File: src/rtl/inv_sub_bytes_seq.sv
// rtl/inv_sub_bytes_seq.sv - Iterative AES-128 InvSubBytes engine, BPC bytes per clock
module inv_sub_bytes_seq #(
   parameter int BPC = 1
) (
   input  logic         clk,
   input  logic         rst,
   input  logic         in_valid,
   output logic         in_ready,
   input  logic [127:0] in_data,
   output logic         out_valid,
   input  logic         out_ready,
   output logic [127:0] out_data,
   output logic         busy
);
   localparam int NCYC = 16 / BPC;
   localparam int CW   = (NCYC > 1) ? $clog2(NCYC) : 1;
   localparam int GW   = 8 * BPC;
   localparam logic [CW-1:0] CNT_LAST = CW'(NCYC - 1);

   generate
      if (BPC != 1 && BPC != 2 && BPC != 4 && BPC != 8 && BPC != 16) begin : g_bad_bpc
         $error("inv_sub_bytes_seq: BPC must be 1, 2, 4, 8 or 16");
      end
   endgenerate

   localparam logic [0:255][7:0] INV_SBOX = {
      128'h52096ad53036a538bf40a39e81f3d7fb, 128'h7ce339829b2fff87348e4344c4dee9cb,
      128'h547b9432a6c2233dee4c950b42fac34e, 128'h082ea16628d924b2765ba2496d8bd125,
      128'h72f8f66486689816d4a45ccc5d65b692, 128'h6c704850fdedb9da5e154657a78d9d84,
      128'h90d8ab008cbcd30af7e45805b8b34506, 128'hd02c1e8fca3f0f02c1afbd0301138a6b,
      128'h3a9111414f67dcea97f2cfcef0b4e673, 128'h96ac7422e7ad3585e2f937e81c75df6e,
      128'h47f11a711d29c5896fb7620eaa18be1b, 128'hfc563e4bc6d279209adbc0fe78cd5af4,
      128'h1fdda8338807c731b11210592780ec5f, 128'h60517fa919b54a0d2de57a9f93c99cef,
      128'ha0e03b4dae2af5b0c8ebbb3c83539961, 128'h172b047eba77d626e169146355210c7d
   };

   typedef enum logic [1:0] {S_IDLE, S_BUSY, S_DONE} state_t;

   state_t          r_state;
   state_t          w_state_nxt;
   logic [CW-1:0]   r_cnt;
   logic [127:0]    r_data;
   logic [127:0]    w_data_sub;
   logic [GW-1:0]   w_grp;
   logic [GW-1:0]   w_grp_sub;
   logic [GW-1:0]   w_grp_opts [2**CW];
   logic            w_last;

   assign w_last = (r_cnt == CNT_LAST);

   // Select the active byte group once so only BPC S-box tables are built.
   generate
      for (genvar j = 0; j < 2**CW; j++) begin : g_grp_sel
         if (j < NCYC) begin : g_real
            assign w_grp_opts[j] = r_data[127 - GW*j -: GW];
            assign w_data_sub[127 - GW*j -: GW] =
               (r_cnt == CW'(j)) ? w_grp_sub : r_data[127 - GW*j -: GW];
         end else begin : g_pad
            assign w_grp_opts[j] = '0;
         end
      end
      for (genvar g = 0; g < BPC; g++) begin : g_lane
         assign w_grp_sub[GW-1 - 8*g -: 8] = INV_SBOX[w_grp[GW-1 - 8*g -: 8]];
      end
   endgenerate

   assign w_grp = w_grp_opts[r_cnt];

   always_ff @(posedge clk) begin
      if (rst) begin
         r_state <= S_IDLE;
      end else begin
         r_state <= w_state_nxt;
      end
   end

   always_comb begin
      w_state_nxt = r_state;
      case (r_state)
         S_IDLE:  if (in_valid)  w_state_nxt = S_BUSY;
         S_BUSY:  if (w_last)    w_state_nxt = S_DONE;
         S_DONE:  if (out_ready) w_state_nxt = S_IDLE;
         default: w_state_nxt = S_IDLE;
      endcase
   end

   always_ff @(posedge clk) begin
      if (rst) begin
         r_cnt  <= '0;
         r_data <= '0;
      end else begin
         case (r_state)
            S_IDLE: begin
               if (in_valid) begin
                  r_data <= in_data;
                  r_cnt  <= '0;
               end
            end
            S_BUSY: begin
               r_data <= w_data_sub;
               r_cnt  <= w_last ? '0 : r_cnt + 1'b1;
            end
            default: ;
         endcase
      end
   end

   assign in_ready  = (r_state == S_IDLE);
   assign out_valid = (r_state == S_DONE);
   assign busy      = (r_state == S_BUSY) || (r_state == S_DONE);
   assign out_data  = r_data;

endmodule

File: config.mk
export PLATFORM = sky130hd
export DESIGN_NAME = inv_sub_bytes_seq
export DESIGN_NICKNAME = d
export VERILOG_FILES = /design/src/rtl/inv_sub_bytes_seq.sv
export SDC_FILE = /design/constraint.sdc
export NUM_CORES = 1
export LEC_CHECK = 0
export ABC_CLOCK_PERIOD_IN_PS = 4000
export BUFFER_PORTS_ARGS = -buffer_cell sky130_fd_sc_hd__buf_2
export CAP_MARGIN = 20
export CORE_UTILIZATION = 45
export DETAILED_ROUTE_END_ITERATION = 8
export PLACE_DENSITY_LB_ADDON = 0.12
export SKIP_CTS_REPAIR_TIMING = 1
export SYNTH_ARGS = -nofsm -noshare
export SYNTH_HDL_FRONTEND = slang
export SYNTH_SLANG_ARGS = --single-unit
export TNS_END_PERCENT = 1
File: constraint.sdc
create_clock -name clk -period 4 [get_ports clk]
set_input_delay 0.2 -clock clk [delete_from_list [all_inputs] [get_ports clk]]
set_output_delay 0.2 -clock clk [all_outputs]
set_load 0.05 [all_outputs]
Yosys cells after proc, flatten, opt, wreduce, memory -nomap -nowiden
Memories as Yosys holds them, arrays and structs flattened.
Cells that the tools add are included.
{ "word_totals": {"out_inout_bits": 131, "reg_bits": 134, "mem_count": 1, "romBits": 2048} }
{ "mem_list": {"columns": ["memory", "words", "word_bits", "rd", "rd_clocked_by_memory_dff", "write_ports", "line", "rtl"], "rows": [
  ["(no name shown)", 256, 8, 1, 0, 0, "63", "assign w_grp_sub[GW-1 - 8*g -: 8] = INV_SBOX[w_grp[GW-1 - 8*g -: 8]];"]
]} }
{ "op_classes": {"add_sub_neg": 1, "eq_ne": 35, "order_cmp": 2, "bitwise_logic": 2, "n_mux": 30, "n_reduce_logical": 22} }
{ "op_table": {"columns": ["cell", "n"], "rows": [
  ["case mux 128 bit (2 select lines)", 1],
  ["2-to-1 mux 8 bit", 20],
  ["2-to-1 mux 128 bit", 1],
  ["AND reduction 3 bit", 17],
  ["!= test 2 bit (second input constant)", 17],
  ["binary-select mux 8 bit (select 4 bit)", 1],
  ["== test 4 bit (second input constant)", 8],
  ["== test 4 x 3 -> 1 bit (second input constant)", 4],
  [">= comparator 9 bit (second input constant)", 1],
  ["NOT 8 -> 9 bit", 1],
  ["== test 4 x 2 -> 1 bit (second input constant)", 2],
  ["2-to-1 mux 4 bit", 2],
  ["case mux 4 bit (2 select lines)", 1],
  ["2-to-1 mux 2 bit", 3],
  ["case mux 2 bit (3 select lines)", 1],
  [">= comparator 5 bit (second input constant)", 1],
  ["NOT 4 -> 5 bit", 1],
  ["adder 4 x 1 -> 4 bit (second input constant)", 1],
  ["== test 4 x 1 -> 1 bit (second input constant)", 1],
  ["logical NOT 4 bit", 1],
  ["== test 2 x 1 -> 1 bit (second input constant)", 1],
  ["== test 2 bit (second input constant)", 1],
  ["logical NOT 2 bit", 1],
  ["!= test 2 x 1 -> 1 bit (second input constant)", 1],
  ["other kinds (3)", 3]
]} }

Longest topological paths before layout
Gate-level depths: netlist of the first run.
{ "depth": {"ltp_word": 10, "ltp_mapped": 19, "mapped_depth_nobuf": 13} }

Least setup slack after synthesis of the first run
No wires, ideal clock.
{ "synth_timing": {"path_type": "reg-to-reg", "start": "register r_cnt[0]", "end": "register r_data[113], in the netlist out_data[113]", "slack_ps": 426, "stages_incl_launch_ff": 17, "arrival_time_ps": 3437, "required_time_ps": 3863, "path_cell_list": "dfxtp_1 buf_6 buf_12 mux4_2 nand2_1 and4_4 buf_6 ha_1 clkbuf_1 clkinv_1 nor2_1 o311ai_0 o311ai_0 o31a_1 a311oi_4 buf_6 o41ai_2"} }
{ "synth_via": {"elab_chain_len": 10} }
{ "synth_rtl": {"columns": ["element", "line", "rtl"], "rows": [
  ["from (decl)", "41", "logic [CW-1:0] r_cnt;"],
  ["from (signal assigned)", "101", "r_cnt <= w_last ? '0 : r_cnt + 1'b1;"],
  ["NOT 4 -> 5 bit (not written as such)", "67", "assign w_grp = w_grp_opts[r_cnt];"],
  ["binary-select mux 8 bit (select 4 bit)", "67", null],
  ["2-to-1 mux 8 bit (not written as such) (2 in series)", "67", null],
  ["NOT 8 -> 9 bit (not written as such)", "63", null],
  ["memory read (256 x 8 bit)", null, null],
  ["2-to-1 mux 8 bit (not written as such) (2 in series)", "63", null],
  ["2-to-1 mux 8 bit", "57", "(r_cnt == CW'(j)) ? w_grp_sub : r_data[127 - GW*j -: GW];"],
  ["case mux 128 bit (2 select lines)", "92", "case (r_state)"],
  ["to (signal assigned)", "95", "r_data <= in_data;"],
  ["to (signal assigned)", "100", "r_data <= w_data_sub;"],
  ["to (decl)", "42", "logic [127:0] r_data;"]
]} }
Parallel ways exist; a longest one is shown, timed or not. The select of a mux whose other input is x is not followed.
A chain may end at the register's enable or synchronous reset.

Final worst setup path of the first run
{ "layout_timing": {"start": "register r_cnt[0]", "end": "register r_data[108], in the netlist out_data[108]"} }
The elaborated chain is that of the path after synthesis.

==> summary.txt, run 1 <==
Die
  • Initial Utilization: 46.4%
  • Die width: ~160 um
  • Core Region: between 20000 and 25000 sq um
  • Num ports: 263
  • Row count: 55
  • Die H: between 150 and 200 um
  • Die area: between 20000 and 25000 sq um

STA
  • Worst Skew: ~0.015 ns
  • RSZ-0062 raised after global routing: true
  • Fin crit share: approximately 100%
  • Setup Total Neg Slack: 0 ns
  • Final count of hold timing violations: 0
  • Final worst slack: 0.0193 ns
  • Slew @ Worst Pin: 1.11 ns
  • Setup-failing EPs final: 0
  • Count of pins over their slew limit: 0
  • Fin crit period: roughly 4 ns
  • Fmax: between 0.2 and 0.3 GHz
  • Slew headroom: approximately a quarter

Yosys
  • Post-synth EDFFs: 0
  • Mux cell area share after synthesis: just over 7%
  • Top-area cell type share of the netlist area: 25.2%
  • Count of cell types in the netlist: between 90 and 100
  • Yosys warns: 0
  • Synth Register Bits: 134
  • Top FF cell, synth: dfxtp_1
  • Syn Area/Cell: between 8 and 9 sq um
  • Post-Syn Area: between 10000 and 15000 sq um
  • Post-Synth Simple-Gate Area: 17.3%
  • Synth Area in Compound Gates: around 40%
  • Largest family of logic cells by synthesized area: compound AO/OA/AOI/OAI gates
  • Post-Synth XOR/XNOR Area: 0.235%
  • Syn nets: 1480
  • Largest area contributor in the netlist: dfxtp_1
  • Post-Synthesis Cells: 1321
  • Adder-Cell Fraction of Synth Area: under 10%
  • Asr flop ratio synth: 0%
  • Area contributors post-synth: dfxtp_1 25%, a21oi_1 8.7%, nor2_1 6.2%
  • Sequential area share after synthesis: about a quarter

Critical path
  • Worst Setup End Kind: flop
  • Critical Path Start Type: flop
  • Arrival time worst endpoint: 4.30 ns
  • Crit path max fanout: 16
  • CP Data Required Time: between 4 and 5 ns
  • Critical path class: flop to flop

Routing
  • DRT Wirelength: 60400 um
  • DRC violations left: 0
  • WL met2: ~26000 um
  • DR WL/cell: roughly 30 um
  • Initial DRC Count: ~2400
  • WL met3: about 8000 um
  • Highest metal used: met4
  • DRT antenna net count: 0
  • Post-DR vias/cell: around 7.0
  • DR pass1 iterations: 6
  • Vias: between 10000 and 15000
  • DRT met1 WL: roughly 21000 um

CTS
  • CTS buffer count: 17
  • Htree depth: 4
  • Clock Path Buffers: 2
  • Root buf cell: clkbuf_16
  • Clock-pin slew on the worst setup and hold paths: roughly 0.080 ns
  • CTS tree: done
  • Clock sinks: around 130
  • Worst skew pair latency: between 0.4 and 0.5 ns

Placed design
  • Pre-CTS WS: -0.0604 ns
  • Dpl hpwl: around 45000 um
  • Placer congestion estimate: between 1 and 1.5
  • # port buffers: around 260

Min path
  • Min-delay worst type: input pin to flop

GRT
  • Vias in the first global route: 13700
  • Pin count of the biggest net entering global routing: 130
  • Global-route wire length before repair: just under 90000 um
  • Initial antenna violation count: 2
  • All-Layer GR Usage: between 40% and 50%
  • Gr ovfl total: 0

Job
  • Max-cap violations: 0

Finish
  • Fillers: between 1500 and 2000
  • Share of cells above drive strength 1: between 30% and 40%
  • Area grow syn2layout: 33.2%
  • Final nets: 1844

Status
  • Status: finished, final reports clean
[Yosys cell counts, drive strengths merged (4+ instances only)]
cell / number
a211oi: 110
a21o: 20
a21oi: 186
a221o: 5
a221oi: 10
a22o: 4
a22oi: 12
a311oi: 11
a31oi: 29
and2: 5
and3: 15
buf: 86
clkbuf: 53
dfxtp: 134
ha: 27
inv: 15
mux2i: 24
mux4: 23
nand2: 89
nand3: 37
nand3b: 17
nand4: 5
nor2: 180
nor3: 25
o2111ai: 4
o211ai: 16
o21ai: 46
o221ai: 10
o22ai: 14
o311ai: 20
o31ai: 14
o41ai: 20
[cells by family (layout without fill, tap and decap cells)]
| family | after synthesis | after routing |
|---|---|---|
| other cells | 0 | 3 |
| compound gates | 559 | 559 |
| xor+xnor | 2 | 2 |
| mux | 47 | 47 |
| simple gates | 396 | 396 |
| flops | 134 | 134 |
| buf+inv | 156 | 533 |
| fa+ha+maj | 27 | 27 |
[layout by cell type (no fill, tap or decap), types with 21 or more instances in the layout]
cell type    n
a211oi_1    59
a211oi_2    51
a21oi_1    181
a31oi_1     28
buf_2      261
buf_4      202
dfxtp_1    131
ha_1        24
mux2i_1     22
mux4_2      23
nand2_1     85
nand3_1     35
nor2_1     176
nor3_1      21
o21ai_0     40
[layer usage]
metal  vias up  global-route usage, %
li1       5807                      -
met1      6554                   59.9
met2      1429                   74.9
met3       383                   13.8
met4         0                   35.6
met5         -                      0
[through the flow]
step / utilization, % / area (sq um) / hold slack, ns / instances
after detailed placement: 58.9 / 13500 / 0.480 / 1978
after global placement: 58.8 / 13500 / 0.482 / 1977
after global routing: 61.8 / 14200 / 0.0670 / 2012
final: 61.9 / 14200 / 0.0532 / 2014
after floorplan: - / 10600 / 0.380 / 1321
after CTS: 61.4 / 14100 / 0.0439 / 2010
[registers in the layout, summed over array words and instances (netlist names)]
name and flops:
out_data 128, r_cnt 4, r_state 2
[final cells by class]
cell class	instances	area, sq um	area share, %
diodes	3	7.51	0.0530
clock buffers	17	425	3.00
clock inverters	15	161	1.14
inverters	17	67.6	0.477
multi-input cells	1031	7200	50.8
flip-flops and latches	134	2690	19.0
well taps	313	392	2.76
repair buffers	484	3230	22.8
[worst max-delay path, cell delays in order (launching register included)]
cell and delay [ns]:
dfxtp_2 0.39, buf_12 0.15, mux4_2 0.49, nand2_1 0.09
and4_4 0.31, inv_2 0.06, buf_4 0.14, ha_1 0.24
buf_12 0.16, buf_4 0.13, buf_4 0.15, a21oi_2 0.19
a21oi_1 0.09, o211ai_1 0.36, a32oi_1 0.15, o32a_1 0.35
buf_12 0.18, a211oi_1 0.24
[path summary, 6_finish.rpt]
| check | slack [ns] | start | cells past startpoint | endpoint |
|---|---|---|---|---|
| worst max register to register | 0.02 | r_cnt[0]$_SDFFE_PP0P_ | 17 | out_data[108]$_SDFFE_PP0P_ |
| worst min register to register | 0.50 | out_data[47]$_SDFFE_PP0P_ | 2 | out_data[47]$_SDFFE_PP0P_ |
| worst min-delay path | 0.05 | in_data[49] | 3 | out_data[49]$_SDFFE_PP0P_ |
| worst max-delay path | 0.02 | r_cnt[0]$_SDFFE_PP0P_ | 17 | out_data[108]$_SDFFE_PP0P_ |
Power of run 1 is not shown: default switching activity piles up to over one toggle a cycle in this logic, so the estimate is an artifact.
==> run 2: changes to the inputs <==
- CORE_ASPECT_RATIO: unset -> 0.5
==> summary.txt, run 2 (synthesis results as in run 1) <==
Routing
  • DRT antenna net count: 0 (unchanged)
  • DRC violations left: 0 (unchanged)
  • Vias: 14200 (-0.16%)
  • DR WL/cell: 30.4 um (+1.6%)
  • DR pass1 iterations: 6 (unchanged)
  • Initial DRC Count: 2592 (+9.0%)
  • DRT Wirelength: 59200 um (-2.0%)
  • Post-DR vias/cell: 7.28 (+3.4%)

STA
  • Worst Skew: 0.0121 ns (-0.00317 ns)
  • Final count of hold timing violations: 0 (unchanged)
  • Fin crit share: 100% (+0.53 points)
  • Setup Total Neg Slack: -0.00305 ns (-0.00305 ns)
  • Hold slack final: 0.0518 ns (-0.00139 ns)
  • Fmax: 0.250 GHz (-0.53%)
  • Final worst slack: -0.00191 ns (-0.0212 ns)
  • Fin crit period: 4.00 ns (+0.0212 ns)
  • RSZ-0062 raised after global routing: true
  • Setup-failing EPs final: 2 (+2)
  • Slew @ Worst Pin: 1.14 ns (+0.0219 ns)
  • Count of pins over their slew limit: 0 (unchanged)
  • Slew headroom: 24.2% (-1.2 points)

Finish
  • Layout Utilization: 60.1% (-1.8 points)
  • Area grow syn2layout: 29.8%
  • Area of the multi-input gates: 7220 sq um (+0.30%)
  • Commonest cells after routing, fill and taps aside: 261 x buf_2, 181 x a21oi_1, 176 x nor2_1, 133 x buf_4, 131 x dfxtp_1
  • Share of cells above drive strength 1: 36.8% (-2.0 points)
  • Register area: 2690 sq um (unchanged)
  • Fillers: 1868 (-2.6%)
  • Max reg flops: 128 (unchanged)
  • Final nets: 1781 (-3.4%)
  • Commonest non-fill, non-tap cell in the layout: buf_2

Placed design
  • # port buffers: 262 (unchanged)
  • Pre-CTS WS: -0.274 ns (-0.214 ns)
  • Dpl hpwl: 42600 um (-6.1%)
  • Placer congestion estimate: 1.17 (+7.7%)

GRT
  • Global-route wire length before repair: 85200 um (-3.4%)
  • GRT busiest layer: met2
  • GR Util met3: 14.2% (+0.43 points)
  • All-Layer GR Usage: 47.0% (-2.3 points)
  • Pin count of the biggest net entering global routing: 122 (-6.2%)
  • Gr ovfl total: 0 (unchanged)
  • Initial antenna violation count: 3 (+1)
  • Vias in the first global route: 13200 (-3.6%)
  • GR Layer Usage met2: 66.8% (-8.1 points)
  • Met1 Track Usage GR: 63.1% (+3.2 points)

Die
  • Die width: 219 um (+41%)
  • Die H: 111 um (-29%)
  • Row count: 39 (-29%)
  • Initial Utilization: 46.3% (-0.14 points)
  • Core Region: 23000 sq um (+0.29%)
  • Die area: 24300 sq um (+0.15%)
  • Num ports: 263 (unchanged)

Critical path
  • Reg-to-Reg Start: r_cnt[0]$_SDFFE_PP0P_
  • Critical path class: flop to flop
  • Crit path max fanout: 15 (-1)
  • CP Cell Sequence: buf_12, mux4_2, nand2_1, and4_4, inv_2, ha_1, buf_12, inv_1, buf_4, nor3_1, a221o_1, a221oi_4, o32ai_1, nor2_2, buf_4, clkbuf_16, a211oi_2
  • Slowest cell on the critical path: mux4_2
  • Worst Setup End Kind: flop
  • CP Data Required Time: 4.27 ns (-0.05 ns)
  • Worst path max stage delay: 0.53 ns (+0.04 ns)
  • Critical Path Start Type: flop
  • Worst r2r dst: out_data[64]$_SDFFE_PP0P_
  • Arrival time worst endpoint: 4.27 ns (-0.03 ns)
  • Reg2reg setup slack: -0.002 ns (-0.02 ns)
  • R2r worst-path depth: 17 (unchanged)

CTS
  • Clock sinks: 134 (unchanged)
  • Worst skew pair latency: 0.44 ns (about the same)
  • CTS buffer count: 17 (unchanged)
  • Root buf cell: clkbuf_16
  • Clock Path Buffers: 2 (unchanged)
  • Clock-pin slew on the worst setup and hold paths: 0.06 ns (-0.02 ns)
  • CTS tree: done
  • Htree depth: 4 (unchanged)

Min path
  • Hold path startpoint: in_data[49]
  • Min-delay worst type: input pin to flop
  • Cell depth of the worst min-delay path: 3 (unchanged)
  • Hold EP: out_data[49]$_SDFFE_PP0P_

Status
  • Failing checks: negative setup slack
  • Status: complete, but fails checks

Job
  • Max-cap violations: 0 (unchanged)
-- run 2: cell types whose count changed in the layout (fill, tap and decap cells not counted), sizes merged, moves of 4 or more --
| cell | delta |
|---|---|
| buf | -64 |
| clkbuf | +8 |
| clkinv | -5 |
| inv | -4 |
-- run 2: cell type report --
class	count	area share (%)
Antenna cell	2	0.0362
Clock buffer	24	3.63
Clock inverter	8	0.797
Inverter	17	0.534
Multi-Input combinational cell	1031	52.3
Sequential cell	134	19.5
Tap cell	307	2.78
Timing Repair Buffer	421	20.4
-- run 2: through the flow --
stage,cell area (sq um),instances
floorplan,10600,1321
global placement,13000,1903
detailed placement,13000,1903
CTS,13600,1935
global route,13800,1944
finish,13800,1944
-- run 2: per-layer routing --
layer | wire length (um) | up-vias
met5 | 0 | -
met4 | 3820 | 0
met3 | 9470 | 369
met2 | 23800 | 1561
met1 | 22100 | 6551
li1 | - | 5670
-- run 2: worst max path at each step --
stage	from	end	slack [ns]	cells past startpoint
2_1_floorplan	r_cnt[0]$_SDFFE_PP0P_	out_data[113]$_SDFFE_PP0P_	0.43	16
3_3_place_gp	r_cnt[0]$_SDFFE_PP0P_	out_data[49]$_SDFFE_PP0P_	-0.08	14
5_1_grt	r_cnt[0]$_SDFFE_PP0P_	out_data[40]$_SDFFE_PP0P_	-0.04	16
4_1_cts	r_cnt[0]$_SDFFE_PP0P_	out_data[106]$_SDFFE_PP0P_	-0.27	13
6_report	r_cnt[0]$_SDFFE_PP0P_	out_data[64]$_SDFFE_PP0P_	-0.002	17
3_5_place_dp	r_cnt[0]$_SDFFE_PP0P_	out_data[106]$_SDFFE_PP0P_	-0.27	13
-- run 2: critical path, delay by kind of cell (launching register included) --
kind	cells	cell delay, ns
compound gates	4	0.92
flops	1	0.38
fa+ha+maj	1	0.24
mux	1	0.53
simple gates	4	0.64
buf+inv	7	1.09
Power of run 2 is left out for the same reason.
